## config.mk

```make
export PLATFORM = sky130hd
export DESIGN_NAME = if_fetch_buffer_flat
export DESIGN_NICKNAME = d
export VERILOG_FILES = /design/src/rtl/if_fetch_buffer_if.sv /design/src/rtl/if_fetch_buffer.sv /design/src/flat_wrapper.sv
export SDC_FILE = /design/constraint.sdc
export NUM_CORES = 1
export LEC_CHECK = 0
export CORE_MARGIN = 2
export CORE_UTILIZATION = 23
export CTS_BUF_LIST = sky130_fd_sc_hd__clkbuf_4
export CTS_CLUSTER_DIAMETER = 40
export CTS_CLUSTER_SIZE = 10
export DETAILED_ROUTE_END_ITERATION = 10
export PLACE_DENSITY = 0.57
export RECOVER_POWER = 50
export SLEW_MARGIN = 0
export SYNTH_ARGS = -nofsm -noshare
export SYNTH_HDL_FRONTEND = slang
export SYNTH_SLANG_ARGS = --single-unit
export TNS_END_PERCENT = 10
```

## constraint.sdc

```tcl
create_clock -name clock -period 2.8 [get_ports clock]
set_input_delay 0.28 -clock clock [delete_from_list [all_inputs] [get_ports clock]]
set_output_delay 0.28 -clock clock [all_outputs]
set_load 0.005 [all_outputs]
```

## src/rtl/if_fetch_buffer_if.sv

```systemverilog
// if_fetch_buffer_if: PC, instruction-memory and decode-side signals of the fetch buffer
interface if_fetch_buffer_if;
  logic [31:0] pc_addr;
  logic        pc_nop;
  logic        flush;
  logic        stall;
  logic        pc_adv;
  logic        mem_req;
  logic [31:0] mem_addr;
  logic        mem_ack;
  logic [31:0] mem_rdat;
  logic        valid;
  logic [31:0] instr;
  logic [31:0] instraddr;
  logic        fetch_err;
  modport master (
    input  pc_addr, pc_nop, flush, stall, mem_ack, mem_rdat,
    output pc_adv, mem_req, mem_addr, valid, instr, instraddr, fetch_err
  );
  modport slave (
    output pc_addr, pc_nop, flush, stall, mem_ack, mem_rdat,
    input  pc_adv, mem_req, mem_addr, valid, instr, instraddr, fetch_err
  );
endinterface

```

## src/rtl/if_fetch_buffer.sv

```systemverilog
// if_fetch_buffer: single-outstanding instruction fetch into a DEPTH-entry FIFO for decode.
// Optional fetch timeout enabled by defining IFB_TIMEOUT_EN.
module if_fetch_buffer #(
  parameter int DEPTH       = 2,
  parameter int TIMEOUT_CYC = 16
) (
  input logic               clock,
  input logic               rst,
  if_fetch_buffer_if.master bus
);
  localparam int AW = $clog2(DEPTH);
  typedef enum logic [1:0] {IDLE, WAIT, DROP} state_t;
  state_t           state, state_nx;
  logic [AW:0]      count;
  logic [AW-1:0]    rd_ptr, wr_ptr;
  logic [31:0]      instr_q [DEPTH];
  logic [31:0]      addr_q  [DEPTH];
  logic [31:0]      mem_addr;
  logic             issue, push, pop, valid, tmo, fetch_err;
`ifdef IFB_TIMEOUT_EN
  localparam int CW = $clog2(TIMEOUT_CYC + 1) > 5 ? $clog2(TIMEOUT_CYC + 1) : 5;
  logic [CW-1:0] tcnt;
  // counter idles at zero so it starts from zero on WAIT entry and keeps running through DROP
  always_ff @(posedge clock or posedge rst)
    if (rst) begin
      tcnt      <= '0;
      fetch_err <= 1'b0;
    end else begin
      tcnt      <= state == IDLE ? '0 : tcnt + 1'b1;
      fetch_err <= state == WAIT && tmo && !bus.mem_ack;
    end
  assign tmo = state != IDLE && tcnt == CW'(TIMEOUT_CYC - 1);
`else
  assign tmo       = TIMEOUT_CYC < 0;
  assign fetch_err = 1'b0;
`endif
  always_ff @(posedge clock or posedge rst)
    if (rst) state <= IDLE;
    else     state <= state_nx;
  assign issue = !bus.flush && !bus.pc_nop && count < (AW+1)'(DEPTH);
  always_comb
    state_nx = state == IDLE ? (issue ? WAIT : IDLE)
             : bus.mem_ack || tmo ? IDLE
             : state == WAIT && bus.flush ? DROP
             : state;
  always_comb begin
    bus.mem_req   = state != IDLE;
    bus.pc_adv    = state == WAIT && bus.mem_ack && !bus.flush;
    bus.mem_addr  = mem_addr;
    bus.fetch_err = fetch_err;
    valid         = count != '0;
    bus.valid     = valid;
    bus.instr     = valid ? instr_q[rd_ptr] : 32'h0000_0013;
    bus.instraddr = valid ? addr_q[rd_ptr] : 32'h0;
  end
  assign push = bus.pc_adv;
  assign pop  = valid && !bus.stall && !bus.flush;
  always_ff @(posedge clock or posedge rst)
    if (rst) begin
      mem_addr <= '0;
      count    <= '0;
      rd_ptr   <= '0;
      wr_ptr   <= '0;
    end else begin
      mem_addr <= state == IDLE && issue ? bus.pc_addr : mem_addr;
      count    <= bus.flush ? '0 : count + (AW+1)'(push) - (AW+1)'(pop);
      rd_ptr   <= bus.flush ? '0 : rd_ptr + AW'(pop);
      wr_ptr   <= bus.flush ? '0 : wr_ptr + AW'(push);
    end
  always_ff @(posedge clock)
    if (push) begin
      instr_q[wr_ptr] <= bus.mem_rdat;
      addr_q[wr_ptr]  <= mem_addr;
    end
endmodule
```

## src/flat_wrapper.sv

```systemverilog
// flat-port wrapper written by rule: the top's interface ports become plain ports
module if_fetch_buffer_flat 
#(
  parameter int DEPTH       = 2,
  parameter int TIMEOUT_CYC = 16
)
  (clock, rst, bus_pc_addr, bus_pc_nop, bus_flush, bus_stall, bus_mem_ack, bus_mem_rdat, bus_pc_adv, bus_mem_req, bus_mem_addr, bus_valid, bus_instr, bus_instraddr, bus_fetch_err);
  if_fetch_buffer_if bus_i ();
  input logic clock;
  input logic rst;
  input wire logic [$bits(bus_i.pc_addr)-1:0] bus_pc_addr;
  input wire logic [$bits(bus_i.pc_nop)-1:0] bus_pc_nop;
  input wire logic [$bits(bus_i.flush)-1:0] bus_flush;
  input wire logic [$bits(bus_i.stall)-1:0] bus_stall;
  input wire logic [$bits(bus_i.mem_ack)-1:0] bus_mem_ack;
  input wire logic [$bits(bus_i.mem_rdat)-1:0] bus_mem_rdat;
  output wire logic [$bits(bus_i.pc_adv)-1:0] bus_pc_adv;
  output wire logic [$bits(bus_i.mem_req)-1:0] bus_mem_req;
  output wire logic [$bits(bus_i.mem_addr)-1:0] bus_mem_addr;
  output wire logic [$bits(bus_i.valid)-1:0] bus_valid;
  output wire logic [$bits(bus_i.instr)-1:0] bus_instr;
  output wire logic [$bits(bus_i.instraddr)-1:0] bus_instraddr;
  output wire logic [$bits(bus_i.fetch_err)-1:0] bus_fetch_err;
  assign bus_i.pc_addr = bus_pc_addr;
  assign bus_i.pc_nop = bus_pc_nop;
  assign bus_i.flush = bus_flush;
  assign bus_i.stall = bus_stall;
  assign bus_i.mem_ack = bus_mem_ack;
  assign bus_i.mem_rdat = bus_mem_rdat;
  assign bus_pc_adv = bus_i.pc_adv;
  assign bus_mem_req = bus_i.mem_req;
  assign bus_mem_addr = bus_i.mem_addr;
  assign bus_valid = bus_i.valid;
  assign bus_instr = bus_i.instr;
  assign bus_instraddr = bus_i.instraddr;
  assign bus_fetch_err = bus_i.fetch_err;
  if_fetch_buffer #(.DEPTH(DEPTH), .TIMEOUT_CYC(TIMEOUT_CYC)) u_core (.clock(clock), .rst(rst), .bus(bus_i));
endmodule
```

* Word level (Yosys, flattened, before mapping)
Memory sizes are Yosys's and may differ from the RTL's.
Index checks and enable logic that the tools add are counted.
** Cells by class
- Add/sub/neg operators :: 4
- Order comparisons :: 1
- Equality and inequality tests :: 1
- Multiplexer cells :: 11
- Reduce and logical (&&, ||, !) cells :: 15
** Operators by type and width (count)
- 2-to-1 mux 32 bit :: 2
- logical AND 1 bit :: 8
- 2-to-1 mux 2 bit :: 4
- 2-to-1 mux 1 bit :: 5
- nonzero test 2 bit :: 2
- zero test 1 bit :: 3
- nonzero test 3 bit :: 1
- adder 1 bit :: 2
- adder 2 x 1 -> 2 bit :: 1
- == test 2 x 1 -> 1 bit, second input constant :: 1
- zero test 2 bit :: 1
- < comparator 2 bit, second input constant :: 1
- subtractor 2 x 1 -> 2 bit :: 1
** Storage, ports and cells
- Register bits after elaboration :: 38
- Memory bits (writable) :: 128
- Bits of input ports :: 70
- Output and inout bits :: 100
- Logic and storage cells :: 39
- Memories kept :: 2
** Memories
- u_core.addr_q :: words 2, bits a word 32, rd ports 1, clocked after Yosys merged registers in 0, wr ports 1, line if_fetch_buffer.sv:17 : logic [31:0] addr_q [DEPTH];
- u_core.instr_q :: words 2, bits a word 32, rd ports 1, clocked after Yosys merged registers in 0, wr ports 1, line if_fetch_buffer.sv:16 : logic [31:0] instr_q [DEPTH];

* Longest topological paths before layout
- Depth after elaboration :: 6
- Mapped depth :: 9

* Least setup slack after synthesis
No wires, ideal clock.
- Path kind :: register to register
- From :: reg u_core.state[1]
- To :: mem u_core.addr_q[0][0] (enable)
- Library setup time :: 0.429 ns
- Arrival :: 2.292 ns
- Data required time :: 2.371 ns
- Slack :: 0.079 ns
- Stages on the path, launching flop included :: 5
- Path through :: dfrtp_1 nor2_2 nand3_1 inv_1 ha_1
** Between the ends
- Cells in the longest elaborated chain, start to end :: 5
** RTL lines
- start: declaration :: line if_fetch_buffer.sv:13 : state_t state, state_nx;
- start signal: assignment :: line if_fetch_buffer.sv:39 : else state <= state_nx;
- == test 2 x 1 -> 1 bit :: line if_fetch_buffer.sv:48 : bus.pc_adv = state == WAIT && bus.mem_ack && !bus.flush;
- logical AND 1 bit (2 in series) :: line if_fetch_buffer.sv:48
- net bus_pc_adv :: line flat_wrapper.sv:17 : output wire logic [$bits(bus_i.pc_adv)-1:0] bus_pc_adv;
- 2-to-1 mux 1 bit :: line if_fetch_buffer.sv:71 : if (push) begin
- 2-to-1 mux 1 bit (not written as such) :: line if_fetch_buffer.sv:73 : addr_q[wr_ptr] <= mem_addr;
- end: declaration :: line if_fetch_buffer.sv:17
The timed path passes the listed nets, and every way through them passes these cells.

* Worst setup path after layout
- From :: reg u_core.count[1]
- To :: out bus_instr[0]
** Between the ends
- Cells in the longest elaborated chain, start to end :: 2
** RTL lines
- start: declaration :: line if_fetch_buffer.sv:14 : logic [AW:0] count;
- start signal: assignment :: line if_fetch_buffer.sv:66 : count <= bus.flush ? '0 : count + (AW+1)'(push) - (AW+1)'(pop);
- nonzero test 2 bit :: line if_fetch_buffer.sv:51 : valid = count != '0;
- 2-to-1 mux 32 bit :: line if_fetch_buffer.sv:53 : bus.instr = valid ? instr_q[rd_ptr] : 32'h0000_0013;
- end: declaration :: line flat_wrapper.sv:21 : output wire logic [$bits(bus_i.instr)-1:0] bus_instr;
No other way between the ends.

==> impl_metrics.json <==
{
  "fin_ws_ns": 0.2548,
  "cap_viol_max_count": 1,
  "p_per_area_nw_per_um2": 600.7,
  "pin_count": 170,
  "worst_pin_slew_ns": 1.543,
  "status": "finished with violations",
  "cp_data_arrival_time_ns": 2.27,
  "grt_pass1_vias": 3972,
  "dr.pass1.iters": 4,
  "async_flop_share_pct": 22.89,
  "numCtsBuffers": 17,
  "worstSetupPathType": "reg2out",
  "cp_top_family": "buffers and inverters",
  "fin_crit_sh_pct": 90.90,
  "yosysSeqAreaShare_pct": 75.64,
  "ant_nets": 0,
  "ys_ff_latch": 166,
  "grtUsageTotal_pct": 9.753,
  "synth-compound-area-share_pct": 0.3750,
  "grt_first_pass_wirelength_mm": 21.33,
  "drive_gt1_share_pct": 12.21,
  "routed.top_layer": "met4",
  "slowest_stage": "clkdlybuf4s50_1",
  "areaGrowthSynthToFinish_pct": 37.78,
  "syn_inst": 374,
  "finalSetupViolations": 0,
  "cts_root_buf": "clkbuf_4",
  "setup_tns_ns": 0,
  "cp-start-kind": "flop",
  "required_ns": 2.52,
  "dr_wl_met2_mm": 6.775,
  "clkPwrFrac_pct": 24.3,
  "violations": "max-capacitance violations, max-slew violations",
  "p_switching_w": 0.001304,
  "synth_edf_count": 128,
  "intPower_w": 0.003942,
  "cp-end-kind": "output pin",
  "cts_tree": "done",
  "synth_cell_types": 28,
  "wl_met1_mm": 6.095,
  "grt_setup_unrepaired": "no",
  "routabilityCongestion": 0.7007,
  "cp_max_fo": 33,
  "antenna_found_initial": 1,
  "p_leak_nw": 2.928,
  "synth_fa_ha_area_share_pct": 0.7896,
  "syn_nets": 448,
  "ir_drop_v": 0.0002569,
  "wl_met3_um": 890,
  "synthSimpleGateAreaFrac_pct": 5.251,
  "drc_errors": 0,
  "clk_latency_ns": 0.54,
  "grt_max_degree": 39,
  "die_h_um": 170.0,
  "die_area_um2": 28900,
  "finalHoldViolations": 0,
  "n_antenna_cell": 0,
  "nNetsFinal": 626,
  "p_comb_share_pct": 17.4,
  "finalMaxSlewViolations": 39,
  "wl_per_cell_um": 15.31,
  "p_seq_share_pct": 58.3,
  "chipWidth_um": 170.0,
  "synth_ff_type": "edfxtp_1",
  "swShare_pct": 24.85,
  "cp_num_buf_inv": 3,
  "place_ws_ns": 0.4537,
  "grt_overflow_total": 0,
  "finClkSkew_ns": 0.01701,
  "synth_warnings": 0,
  "rows": 60,
  "postSynthAreaPerCell_um2": 16.95,
  "worstPathCellList": "nor2_4 -> buf_12 -> inv_1 -> nand2_1 -> clkdlybuf4s50_1",
  "synth_top_family_by_area": "multiplexers",
  "hpwl_mm": 9.608,
  "fmax_ghz": 0.3929,
  "synth-xor-area-share_pct": 0.1382,
  "io_buffers": 168,
  "fin_crit_ns": 2.545,
  "slew_headroom_pct": -2.967,
  "cts_buffer_depth": 2,
  "synth_mux_area_share_pct": 15.79,
  "hp-class": "in2reg",
  "cts_sinks": 166,
  "avgViaCountPerCell": 4.012,
  "drt_iter0_drc": 100,
  "cts_max_level": 4,
  "core_um2": 27030,
  "start_util_pct": 23.45,
  "dr_total_vias": 3635,
  "routed_wl_mm": 13.88,
  "syn_area_um2": 6339,
  "slowest_delay_ns": 0.49,
  "path_clk_slew_ns": 0.13
}
[cell type report]
cell class | count | area, µm²
clock buffers | 19 | 142.6
clock inverters | 13 | 107.6
fillers | 2684 | 18290
inverters | 6 | 22.52
multi-input cells | 184 | 1410
flip-flops and latches | 166 | 4798
well taps | 341 | 426.7
repair buffers | 177 | 1826
[power by group through the flow]
stage	clock network, W	registers [W]	logic, W
global route	0.00144	0.00309	0.000992
floorplan	0	0.00307	0.000339
CTS	0.00136	0.00307	0.000951
detailed placement	0	0.00312	0.000944
global placement	0	0.00310	0.000935
finish	0.00127	0.00306	0.000913
[routing by layer]
metal | vias up | global-route usage [%]
met5 | - | 0
met4 | 0 | 2.453
met1 | 1792 | 12.03
li1 | 1722 | -
met2 | 112 | 16.22
met3 | 9 | 3.581
[synth_stat cells (4+ instances only)]
library cell,count,area [µm²]
buf_2,6,30.03
clkbuf_1,5,18.77
dfrtp_1,38,950.9
edfxtp_1,128,3844
ha_1,4,50.05
inv_1,6,22.52
mux2_1,4,45.04
mux2_2,28,315.3
mux2i_1,64,640.6
nor2_1,65,244.0
[flip-flops by register name (all words and copies together), names as in the netlist]
| register | count |
|---|---|
| u_core.bus.mem_addr | 32 |
| u_core.addr_q | 64 |
| u_core.state | 2 |
| u_core.count | 2 |
| u_core.rd_ptr | 1 |
| u_core.instr_q | 64 |
| u_core.wr_ptr | 1 |
[per-stage QoR]
stage / hold slack (ns) / power (W) / instances / area [µm²] / util [%]
after CTS: 0.1918 / 0.005375 / 906 / 8775 / 32.47
after detailed placement: 0.4877 / 0.004065 / 874 / 8524 / 31.54
after global placement: 0.4851 / 0.004037 / 874 / 8524 / 31.54
after global routing: 0.2729 / 0.005525 / 906 / 8733 / 32.31
final: 0.3369 / 0.005246 / 906 / 8733 / 32.31
after floorplan: 0.3431 / 0.003410 / 374 / 6339 / -
[cells by family (layout without fill, tap and decap cells)]
kind of cell	count (synthesis)	after routing
DFF	166	166
muxes	96	96
and+or+nand+nor	78	78
buffers and inverters	24	215
adders and majority gates	4	4
AOI/OAI and AO/OA	4	4
other	1	1
xor gates and xnor gates	1	1
[final timing paths]
kind / to / slack, ns / start / depth (start not counted)
worst max-delay path: bus_instr[0] / 0.25 / u_core.count[1]$_DFF_PP0_ / 5
worst min-delay path: u_core.bus.mem_addr[28]$_DFFE_PP0P_ / 0.34 / bus_pc_addr[28] / 2
worst max register to register: u_core.instr_q[0][22]$_DFFE_PP_ / 0.50 / u_core.state[1]$_DFFE_PP0P_ / 5
worst min register to register: u_core.addr_q[0][10]$_DFFE_PP_ / 0.51 / u_core.bus.mem_addr[10]$_DFFE_PP0P_ / 0
max in group asynchronous: u_core.rd_ptr$_DFF_PP0_ / 1.06 / rst / 2
min in group asynchronous: u_core.bus.mem_addr[13]$_DFFE_PP0P_ / 0.64 / rst / 2
[cells in the final DEF, fill, tap and decap left out, drive strengths merged, types with 10 or more instances in the layout]
master,count
clkinv,10
dfrtp,38
mux2,32
clkbuf,20
mux2i,64
edfxtp,128
dlygate4sd3,33
clkdlybuf4s50,135
nor2,66
[what timing repair did]
item | CTS | global route
setup buffers | 0 | 0
hold buffers | 0 | 0
gates resized for setup | 0 | 1
setup endpoints to repair | 0 | 1
(Power assumes the default switching activity.)
